## src/rtl/axis_s2mm_framer.sv

```systemverilog
// Purpose : AXI4-Stream framing stage in front of the DMA S2MM port. Counts beats,
//           tags TLAST every cfg_pkt_len beats (or on upstream TLAST / flush) and
//           registers the stream through a 2-entry skid buffer.
// Latency : 1 cycle from input handshake to m_axis_tvalid when the buffer is empty;
//           1 beat/cycle sustained while m_axis_tready=1.
// Backpressure: s_axis_tready is a registered "skid not full" flag, never a
//           combinational function of m_axis_tready; it is also gated by cfg_en
//           between packets.
//
// Ports:
//   sys_clk, perif_rst          single clock, synchronous active-high reset
//   cfg_pkt_len, cfg_en, flush  framing control (length 0 behaves as 1)
//   s_axis_*                    upstream stream from the role
//   m_axis_*                    framed stream to the DMA
//   pkt_cnt, busy               status for the user register file
module axis_s2mm_framer #(
    parameter int DATA_WIDTH = 32,
    parameter int LEN_WIDTH  = 16,
    parameter int CNT_WIDTH  = 32
) (
    input  logic                    sys_clk,
    input  logic                    perif_rst,
    input  logic [LEN_WIDTH-1:0]    cfg_pkt_len,
    input  logic                    cfg_en,
    input  logic                    flush,
    input  logic [DATA_WIDTH-1:0]   s_axis_tdata,
    input  logic [DATA_WIDTH/8-1:0] s_axis_tkeep,
    input  logic                    s_axis_tvalid,
    input  logic                    s_axis_tlast,
    output logic                    s_axis_tready,
    output logic [DATA_WIDTH-1:0]   m_axis_tdata,
    output logic [DATA_WIDTH/8-1:0] m_axis_tkeep,
    output logic                    m_axis_tvalid,
    output logic                    m_axis_tlast,
    input  logic                    m_axis_tready,
    output logic [CNT_WIDTH-1:0]    pkt_cnt,
    output logic                    busy
);

    localparam int KEEP_WIDTH = DATA_WIDTH / 8;

    typedef struct packed {
        logic [DATA_WIDTH-1:0] dat;
        logic [KEEP_WIDTH-1:0] keep;
        logic                  last;
    } beat_t;

    typedef enum logic {
        IDLE = 1'b0,
        OPEN = 1'b1
    } state_t;

    // Framing state
    state_t               state;
    logic [LEN_WIDTH-1:0] beat_cnt;
    logic [LEN_WIDTH-1:0] len_lat;
    logic                 flush_pend;

    // Skid buffer state
    beat_t main_q;
    beat_t skid_q;
    logic  main_vld;
    logic  skid_vld;
    logic  not_full;

    logic                 in_fire;
    logic                 out_fire;
    logic                 tag;
    logic                 skid_vld_nxt;
    logic [LEN_WIDTH-1:0] cfg_len_eff;
    logic [LEN_WIDTH-1:0] len_cur;
    beat_t                in_beat;

    assign cfg_len_eff = (cfg_pkt_len == '0) ? LEN_WIDTH'(1) : cfg_pkt_len;

    // The first beat of a packet is judged against the live config, later
    // beats against the length latched when the packet opened.
    assign len_cur = (state == OPEN) ? len_lat : cfg_len_eff;

    // Between packets cfg_en holds the stream off; an open packet always completes.
    assign s_axis_tready = not_full & ((state == OPEN) | cfg_en);

    assign in_fire  = s_axis_tvalid & s_axis_tready;
    assign out_fire = main_vld & m_axis_tready;

    // A flush while idle is dropped so that no empty packet can ever be produced.
    assign tag = (beat_cnt == len_cur - LEN_WIDTH'(1))
               | s_axis_tlast
               | flush_pend
               | (flush & (state == OPEN));

    assign in_beat = beat_t'{dat: s_axis_tdata, keep: s_axis_tkeep, last: tag};

    // Skid only holds data while the main register is stalled.
    assign skid_vld_nxt = (main_vld & ~m_axis_tready) & (skid_vld | in_fire);

    always_ff @(posedge sys_clk) begin
        if (perif_rst) begin
            state      <= IDLE;
            beat_cnt   <= '0;
            len_lat    <= '0;
            flush_pend <= 1'b0;
        end else begin
            if (in_fire) begin
                if (tag) begin
                    state      <= IDLE;
                    beat_cnt   <= '0;
                    flush_pend <= 1'b0;
                end else begin
                    state    <= OPEN;
                    beat_cnt <= beat_cnt + LEN_WIDTH'(1);
                    if (state == IDLE) begin
                        len_lat <= cfg_len_eff;
                    end
                end
            end else if (flush && (state == OPEN)) begin
                flush_pend <= 1'b1;
            end
        end
    end

    always_ff @(posedge sys_clk) begin
        if (perif_rst) begin
            main_q   <= '0;
            skid_q   <= '0;
            main_vld <= 1'b0;
            skid_vld <= 1'b0;
            not_full <= 1'b0;
        end else begin
            if (!main_vld || m_axis_tready) begin
                // Main register is free this cycle: the older skid beat goes first.
                if (skid_vld) begin
                    main_q   <= skid_q;
                    main_vld <= 1'b1;
                    skid_vld <= 1'b0;
                end else begin
                    main_vld <= in_fire;
                    if (in_fire) begin
                        main_q <= in_beat;
                    end
                end
            end else if (in_fire) begin
                skid_q   <= in_beat;
                skid_vld <= 1'b1;
            end
            not_full <= ~skid_vld_nxt;
        end
    end

    always_ff @(posedge sys_clk) begin
        if (perif_rst) begin
            pkt_cnt <= '0;
        end else if (out_fire && main_q.last) begin
            pkt_cnt <= pkt_cnt + CNT_WIDTH'(1);
        end
    end

    assign m_axis_tdata  = main_q.dat;
    assign m_axis_tkeep  = main_q.keep;
    assign m_axis_tlast  = main_q.last;
    assign m_axis_tvalid = main_vld;

    assign busy = (state == OPEN) | main_vld | skid_vld;

endmodule

```

## config.mk

```make
export PLATFORM = sky130hd
export DESIGN_NAME = axis_s2mm_framer
export DESIGN_NICKNAME = d
export VERILOG_FILES = /design/src/rtl/axis_s2mm_framer.sv
export SDC_FILE = /design/constraint.sdc
export NUM_CORES = 1
export LEC_CHECK = 0
export ABC_CLOCK_PERIOD_IN_PS = 5300
export BUFFER_PORTS_ARGS = -buffer_cell sky130_fd_sc_hd__clkbuf_2
export CORE_AREA = 3 3 135 98
export CTS_BUF_LIST = sky130_fd_sc_hd__clkbuf_8
export DETAILED_ROUTE_END_ITERATION = 16
export DIE_AREA = 0 0 138 101
export HOLD_SLACK_MARGIN = 0.1
export MAX_ROUTING_LAYER = met4
export PLACE_DENSITY = 0.81
export SLEW_MARGIN = 25
export SYNTH_ARGS = -nofsm -noshare
export SYNTH_HDL_FRONTEND = slang
export SYNTH_SLANG_ARGS = --single-unit
```

## constraint.sdc

```tcl
create_clock -name sys_clk -period 5.3 [get_ports sys_clk]
set_clock_uncertainty 0.1 [all_clocks]
set_input_delay 0.265 -clock sys_clk [delete_from_list [all_inputs] [get_ports sys_clk]]
set_output_delay 0.265 -clock sys_clk [all_outputs]
set_load 0.05 [all_outputs]
```

==> results.ini, run 1 <==
[timing]
setup_viol = 0
min_period_over_period_pct = 92.4
rsz0062_at_grt = no
maxSlewViolCount = 0
layout_min_cycle_time_ns = 4.90
tightestPinTransition_ns = 0.908
tns_ns = 0
final-hold-violation-count = 0
fmax_mhz = 204
slew_headroom_pct = 38.9

[hold_path]
hold-path-cell-count = 3
holdPathEnd = len_lat[1]$_SDFFE_PP0P_
hold_path_class = input pin to flop
hold_start = cfg_pkt_len[1]

[clocking]
numCtsBuffers = 17
cts-root-buf = clkbuf_8
clkSinkCount = 143
htreeDepth = 4
cts_tree = done
cts_buffer_depth = 2
insertion_delay_ns = 0.43
clk_pin_slew_ns = 0.08

[worst_setup_path]
cp_max_fo = 14
end_kind = flop
worstSetupStartpointType = input pin
cp_data_required_time_ns = 5.50
r2r-start = state$_SDFFE_PP0P_
r2r_setup_slack_ns = 1.21
worstPathArrival_ns = 5.09
rr_endpoint = state$_SDFFE_PP0P_
reg2regPathDepth = 12
critical_path_class = input pin to flop

[job]
max_cap_viol_count = 0

[cells_and_area]
final_nets = 999
drive_above_1_share_pct = 20.0
layout_commonest_cell = dfxtp_1
syn_to_final_growth_pct = 23.0
layout_common_cells = dfxtp_1 (141), clkbuf_2 (129), nand2_1 (99), nor2_1 (91), mux2i_1 (65)
utilization_pct = 69.0
fill_cells = 979

[placed_design]
gp_congestion = 0.970
dp_hpwl_um = 11100
port-buffer-count = 130

[floorplanning]
die_h_um = 101
dieArea_mm2 = 0.0139
rows = 34
ios = 131
coreArea_mm2 = 0.0122
start_util_pct = 56.1
die_w_um = 138

[power]
power_density_mw_per_mm2 = 273
p_sw_w = 0.000664
swShare_pct = 29.0
clkPwrFrac_pct = 36.1
power.total_w = 0.00229
leakagePower_nw = 3.12
pwr-share-seq_pct = 48.9
intPower_w = 0.00162
ir_worst_vdd_v = 0.000179
combPwrFrac_pct = 15.1

[routing]
drt_iter0_markers = 445
via_per_inst = 5.44
drtPass1Iterations = 5
drc = 0
ant_nets = 0
wl_per_cell_um = 15.2
vias = 6053
wl_um = 16900

[global_routing]
grt_overflow_total = 0
grt_pass1_vias = 5598
grt_antenna_before_repair = 1
grt_max_degree = 91
track_usage_pct = 24.8
grt_first_pass_wirelength_um = 27700

[yosys]
synth_cells = 782
synth_enable_flop_cells = 0
synth_nets = 844
synth_warnings = 0
ys_top_cells_by_area = dfxtp_1 (42%), mux2i_1 (9.5%), xor2_1 (5.5%), nand2_1 (5.4%), nor2_1 (5.1%)
ys.flop_type = dfxtp_1
ys_seq_area_share_pct = 42.0
yosysTopAreaCell = dfxtp_1
netlist.area_leader.share_pct = 42.0
ys_seq_elements = 143
synth_area_mm2 = 0.00682
synth.distinct_cells = 56
avgSynthCellArea_um2 = 8.72
synth-async-reset-ratio_pct = 0

[run_status]
status = complete, no violations

-- logic make-up after synthesis --
logic type	Yosys count	synth area share (%)
buf+inv	55	3.71
xor+xnor	66	8.47
flops	143	42.0
fa+ha+maj	3	0.550
simple gates	332	23.8
compound gates	116	11.6
mux	67	9.87
-- worst max-delay path: stages --
cell           delay [ns]
dlygate4sd3_1        0.57
clkbuf_2             0.15
nor4_1               0.43
nand4_1              0.35
a21oi_1              0.40
inv_1                0.08
ha_1                 0.25
nor4b_1              0.15
o2bb2ai_1            0.48
nor3_2               0.10
xnor2_1              0.14
or4_1                0.59
a2111o_1             0.55
a21oi_4              0.49
nor2_1               0.09
-- stage by stage --
stage	hold WS [ns]	instance area [µm²]	std cells	setup WS [ns]
CTS	0.173	8380	1111	0.530
global placement	0.341	7490	1028	0.712
finish	0.220	8390	1113	0.403
global route	0.208	8390	1112	0.0608
floorplan	0.301	6820	782	1.24
detailed placement	0.346	7500	1029	0.645
-- cells in the mapped netlist, types with 3 or more instances --
cell      instances
inv_1             3
or3_1             7
nor4_1            9
xnor2_1          23
xor2_1           43
o21ai_0           3
and2_1            4
and3_1            7
nand2_1          99
a21oi_1          50
buf_6             4
nor2_2           10
buf_2             4
o21a_1            3
ha_1              3
nand4_1          13
nor3_1           11
mux2i_1          65
buf_1             7
or4_1             4
dfxtp_1         143
clkbuf_1         36
nor3b_1           3
nor2_1           93
a211oi_1         37
nand3_1          19
nor2b_1           4
nand2b_1         31
or3b_1            4
and4_1            5
-- power groups by stage --
stage	clock [W]	sequential [W]	combinational [W]
2_1_floorplan	0	0.00120	0.000168
5_1_grt	0.000894	0.00112	0.000371
4_1_cts	0.000844	0.00112	0.000340
3_3_place_gp	0	0.00114	0.000308
3_5_place_dp	0	0.00114	0.000309
6_report	0.000825	0.00112	0.000344
-- cell type report --
type / instances / area (µm²) / share of cell area [%]
well taps: 162 / 203 / 2.42
repair buffers: 188 / 1220 / 14.5
flip-flops and latches: 143 / 2870 / 34.2
diodes: 2 / 5.00 / 0.0597
inverters: 3 / 11.3 / 0.134
clock buffers: 19 / 262 / 3.12
clock inverters: 12 / 111 / 1.33
multi-input cells: 584 / 3720 / 44.3
-- how the worst max path moves through the flow --
stage                                  start                       end  slack, ns  cells past startpoint
after floorplan           state$_SDFFE_PP0P_  beat_cnt[4]$_SDFFE_PP0P_       1.24                     18
after global placement        cfg_pkt_len[9]   len_lat[4]$_SDFFE_PP0P_       0.71                     14
after detailed placement      cfg_pkt_len[9]        state$_SDFFE_PP0P_       0.65                     14
after CTS                     cfg_pkt_len[9]        state$_SDFFE_PP0P_       0.53                     15
after global routing          cfg_pkt_len[9]        state$_SDFFE_PP0P_       0.06                     15
final                         cfg_pkt_len[9]        state$_SDFFE_PP0P_       0.40                     15
-- registers in the layout, indices dropped and copies added (netlist names) --
name / count
beat_cnt: 16
flush_pend: 1
len_lat: 16
m_axis_tdata: 32
m_axis_tkeep: 4
m_axis_tlast: 1
m_axis_tvalid: 1
not_full: 1
pkt_cnt: 32
skid_q: 37
skid_vld: 1
state: 1
-- timing repair --
action / CTS / global route
buffers inserted: 0 / 0
resized for setup: 0 / 0
endpoints found under the hold margin: 87 / 0
endpoints found under the setup margin: 0 / 0
hold buffers: 51 / 0
-- layer usage --
layer  vias up  track usage (%)  part of all wire (%)
li1       3035                -                     -
met5         -                -                     0
met1      2803             33.8                    48
met3        17             5.17                   6.4
met4         0             8.73                   1.1
met2       198             36.7                    45
Note: power is estimated with default switching activity, not from simulation.
==> run 2: changes to the inputs <==
--- a/config.mk
+++ b/config.mk
@@ -11,9 +11,11 @@
 export CTS_BUF_LIST = sky130_fd_sc_hd__clkbuf_8
 export DETAILED_ROUTE_END_ITERATION = 16
 export DIE_AREA = 0 0 138 101
+export GPL_TIMING_DRIVEN = 0
 export HOLD_SLACK_MARGIN = 0.1
 export MAX_ROUTING_LAYER = met4
 export PLACE_DENSITY = 0.81
+export RECOVER_POWER = 100
 export SLEW_MARGIN = 25
 export SYNTH_ARGS = -nofsm -noshare
 export SYNTH_HDL_FRONTEND = slang
==> run 2 against run 1 <==
  * Worst hold slack got worse by 0.082 ns
  * First-iteration DRC count rose by 34%
  * Flip-flop and latch count did not move
  * Via count rose by 4.5%
  * Global-route usage rose by 2.4 points
  * Maximum frequency rose by 0.67%
  * Critical path depth rose by 3
  * Combinational power rose by 4%
  * Final area rose by 1.4%
  * Critical path type is now flop to flop
  * Die area did not move
  * Core utilization rose by 0.99 points
  * Highest routed layer unchanged
==> results.ini, run 2 (same netlist as run 1, synthesis figures left out) <==
[run_status]
status = complete, no violations  ; unchanged

[cells_and_area]
top_register = skid_q  ; unchanged
layout_commonest_cell = dfxtp_1  ; unchanged
drive_above_1_share_pct = 10.8  ; was 20.0%
final_cell_area_mm2 = 0.00851  ; was 0.00839 mm²
largest_reg_flops = 37  ; unchanged
utilization_pct = 69.9  ; was 69.0%
final_nets = 1043  ; was 999
layout_common_cells = dfxtp_1 (143), clkbuf_1 (115), nor2_1 (101), nand2_1 (99), mux2i_1 (65)  ; was dfxtp_1 (141), clkbuf_2 (129), nand2_1 (99), nor2_1 (91), mux2i_1 (65)
syn_to_final_growth_pct = 24.7  ; was 23.0%
antenna_cells = 0  ; was 2

[clocking]
cts.hold.buffers_added = 50  ; was 51
cts_resized = 0  ; unchanged
insertion_delay_ns = 0.43  ; about the same
clkSinkCount = 143  ; unchanged
htreeDepth = 4  ; unchanged
cts_tree = done  ; unchanged
cts_buffer_depth = 2  ; unchanged
post-cts-setup-buffers = 0  ; unchanged
cts-root-buf = clkbuf_8  ; unchanged
numCtsBuffers = 17  ; unchanged
clk_pin_slew_ns = 0.08  ; about the same

[routing]
wl_per_cell_um = 16.1  ; was 15.2 µm
drtPass1Iterations = 5  ; unchanged
drt_iter0_markers = 597  ; was 445
via_per_inst = 5.47  ; was 5.44
drc = 0  ; unchanged
vias = 6323  ; was 6053
wl_um = 18600  ; was 16900 µm
ant_nets = 0  ; unchanged

[floorplanning]
die_w_um = 138  ; unchanged
dieArea_mm2 = 0.0139  ; unchanged
ios = 131  ; unchanged
rows = 34  ; unchanged
die_h_um = 101  ; unchanged
coreArea_mm2 = 0.0122  ; unchanged
start_util_pct = 56.1  ; unchanged

[power]
clkPwrFrac_pct = 40.0  ; was 36.1%
intPower_w = 0.00176  ; was 0.00162 W
pwr-share-seq_pct = 45.4  ; was 48.9%
p_sw_w = 0.000692  ; was 0.000664 W
ir_worst_vdd_v = 0.000196  ; was 0.000179 V
leakagePower_nw = 2.95  ; was 3.12 nW
power_density_mw_per_mm2 = 288  ; was 273 mW/mm²
swShare_pct = 28.2  ; was 29.0%
combPwrFrac_pct = 14.6  ; was 15.1%

[timing]
layout_min_cycle_time_ns = 4.86  ; was 4.90 ns
timing.final.ws_setup_ns = 0.435  ; was 0.403 ns
setup_viol = 0  ; unchanged
min_period_over_period_pct = 91.8  ; was 92.4%
tightestPinTransition_ns = 0.889  ; was 0.908 ns
fin_hold_ws_ns = 0.138  ; was 0.220 ns
maxSlewViolCount = 0  ; unchanged
tns_ns = 0  ; unchanged
slew_headroom_pct = 40.2  ; was 38.9%
rsz0062_at_grt = no  ; unchanged
final-hold-violation-count = 0  ; unchanged
fmax_mhz = 206  ; was 204 MHz

[job]
max_cap_viol_count = 0  ; unchanged

[placed_design]
dp_worst_setup_slack_ns = 0.530  ; was 0.645 ns
place_area_mm2 = 0.00767  ; was 0.00750 mm²
port-buffer-count = 130  ; unchanged
gp_congestion = 0.904  ; was 0.970
dp_hpwl_um = 12600  ; was 11100 µm

[worst_setup_path]
end_kind = flop  ; unchanged
cp_max_fo = 10  ; was 14
worstSetupStartpointType = flop  ; was input pin
cp_data_required_time_ns = 5.53  ; was 5.50 ns
critical_path_class = flop to flop  ; was input pin to flop
worstPathArrival_ns = 5.09  ; about the same

[global_routing]
track_usage_pct = 27.1  ; was 24.8%
grt_max_degree = 17  ; was 91
grt_pass1_vias = 5970  ; was 5598
grt_overflow_total = 0  ; unchanged
grt_antenna_before_repair = 0  ; was 1
grt_first_pass_wirelength_um = 29800  ; was 27700 µm

[hold_path]
hold_path_class = input pin to flop  ; unchanged

-- run 2: cell types whose count changed in the layout (fill, tap and decap cells not counted), moves of 3 or more --
| cell | change |
|---|---|
| clkbuf_1 | +115 |
| nor2_1 | +10 |
| buf_2 | +3 |
| buf_6 | +4 |
| nor2_2 | -9 |
| bufinv_16 | +3 |
| buf_4 | -8 |
| clkbuf_2 | -72 |
-- run 2: critical path, cell delays in order, from the launching register on --
cell       delay, ns
dfxtp_1         0.34
buf_6           0.14
buf_2           0.25
buf_2           0.28
buf_2           0.34
nor2_1          0.11
a21oi_1         0.30
inv_1           0.09
ha_1            0.27
nor4b_1         0.18
o2bb2ai_1       0.51
nor3_1          0.13
xnor2_1         0.17
or4_1           0.60
a2111o_1        0.39
buf_6           0.15
a21oi_4         0.21
buf_8           0.17
nor2_1          0.05
-- run 2: cell type report --
cell class	instances	area, µm²
Timing Repair Buffer	180	1060
Inverter	3	11.3
Multi-Input combinational cell	584	3680
Fill cell	1029	3660
Sequential cell	143	2860
Clock buffer	18	248
Tap cell	162	203
Buffer	52	240
Clock inverter	14	204
-- run 2: per-layer routing --
layer / vias to the layer above / global-route usage [%] / part of all wire, %
met4: 0 / 9.26 / 2.1
met2: 261 / 39.8 / 43
met1: 2904 / 37.9 / 48
li1: 3115 / - / -
met5: - / - / 0
met3: 43 / 5.03 / 7.7
-- run 2: worst paths after layout --
kind / start / slack, ns / end / cells past startpoint
setup / recovery: state$_SDFFE_PP0P_ / 0.44 / beat_cnt[4]$_SDFFE_PP0P_ / 18
hold / removal: m_axis_tready / 0.14 / skid_vld$_SDFFE_PP0P_ / 3
setup reg to reg: state$_SDFFE_PP0P_ / 0.44 / beat_cnt[4]$_SDFFE_PP0P_ / 18
hold reg to reg: skid_q[22]$_SDFFE_PP0P_ / 0.36 / skid_q[22]$_SDFFE_PP0P_ / 2
-- run 2: power groups by stage --
stage          combinational [W]  sequential [W]  clock [W]
2_1_floorplan           0.000168         0.00120          0
3_3_place_gp            0.000323         0.00114          0
3_5_place_dp            0.000326         0.00114          0
4_1_cts                 0.000358         0.00111   0.000990
5_1_grt                 0.000385         0.00112    0.00103
6_report                0.000358         0.00112   0.000981
-- run 2: metrics by stage --
step	total power [W]	instances
floorplan	0.00137	782
global placement	0.00146	1074
detailed placement	0.00147	1074
CTS	0.00246	1156
global route	0.00253	1156
finish	0.00245	1156
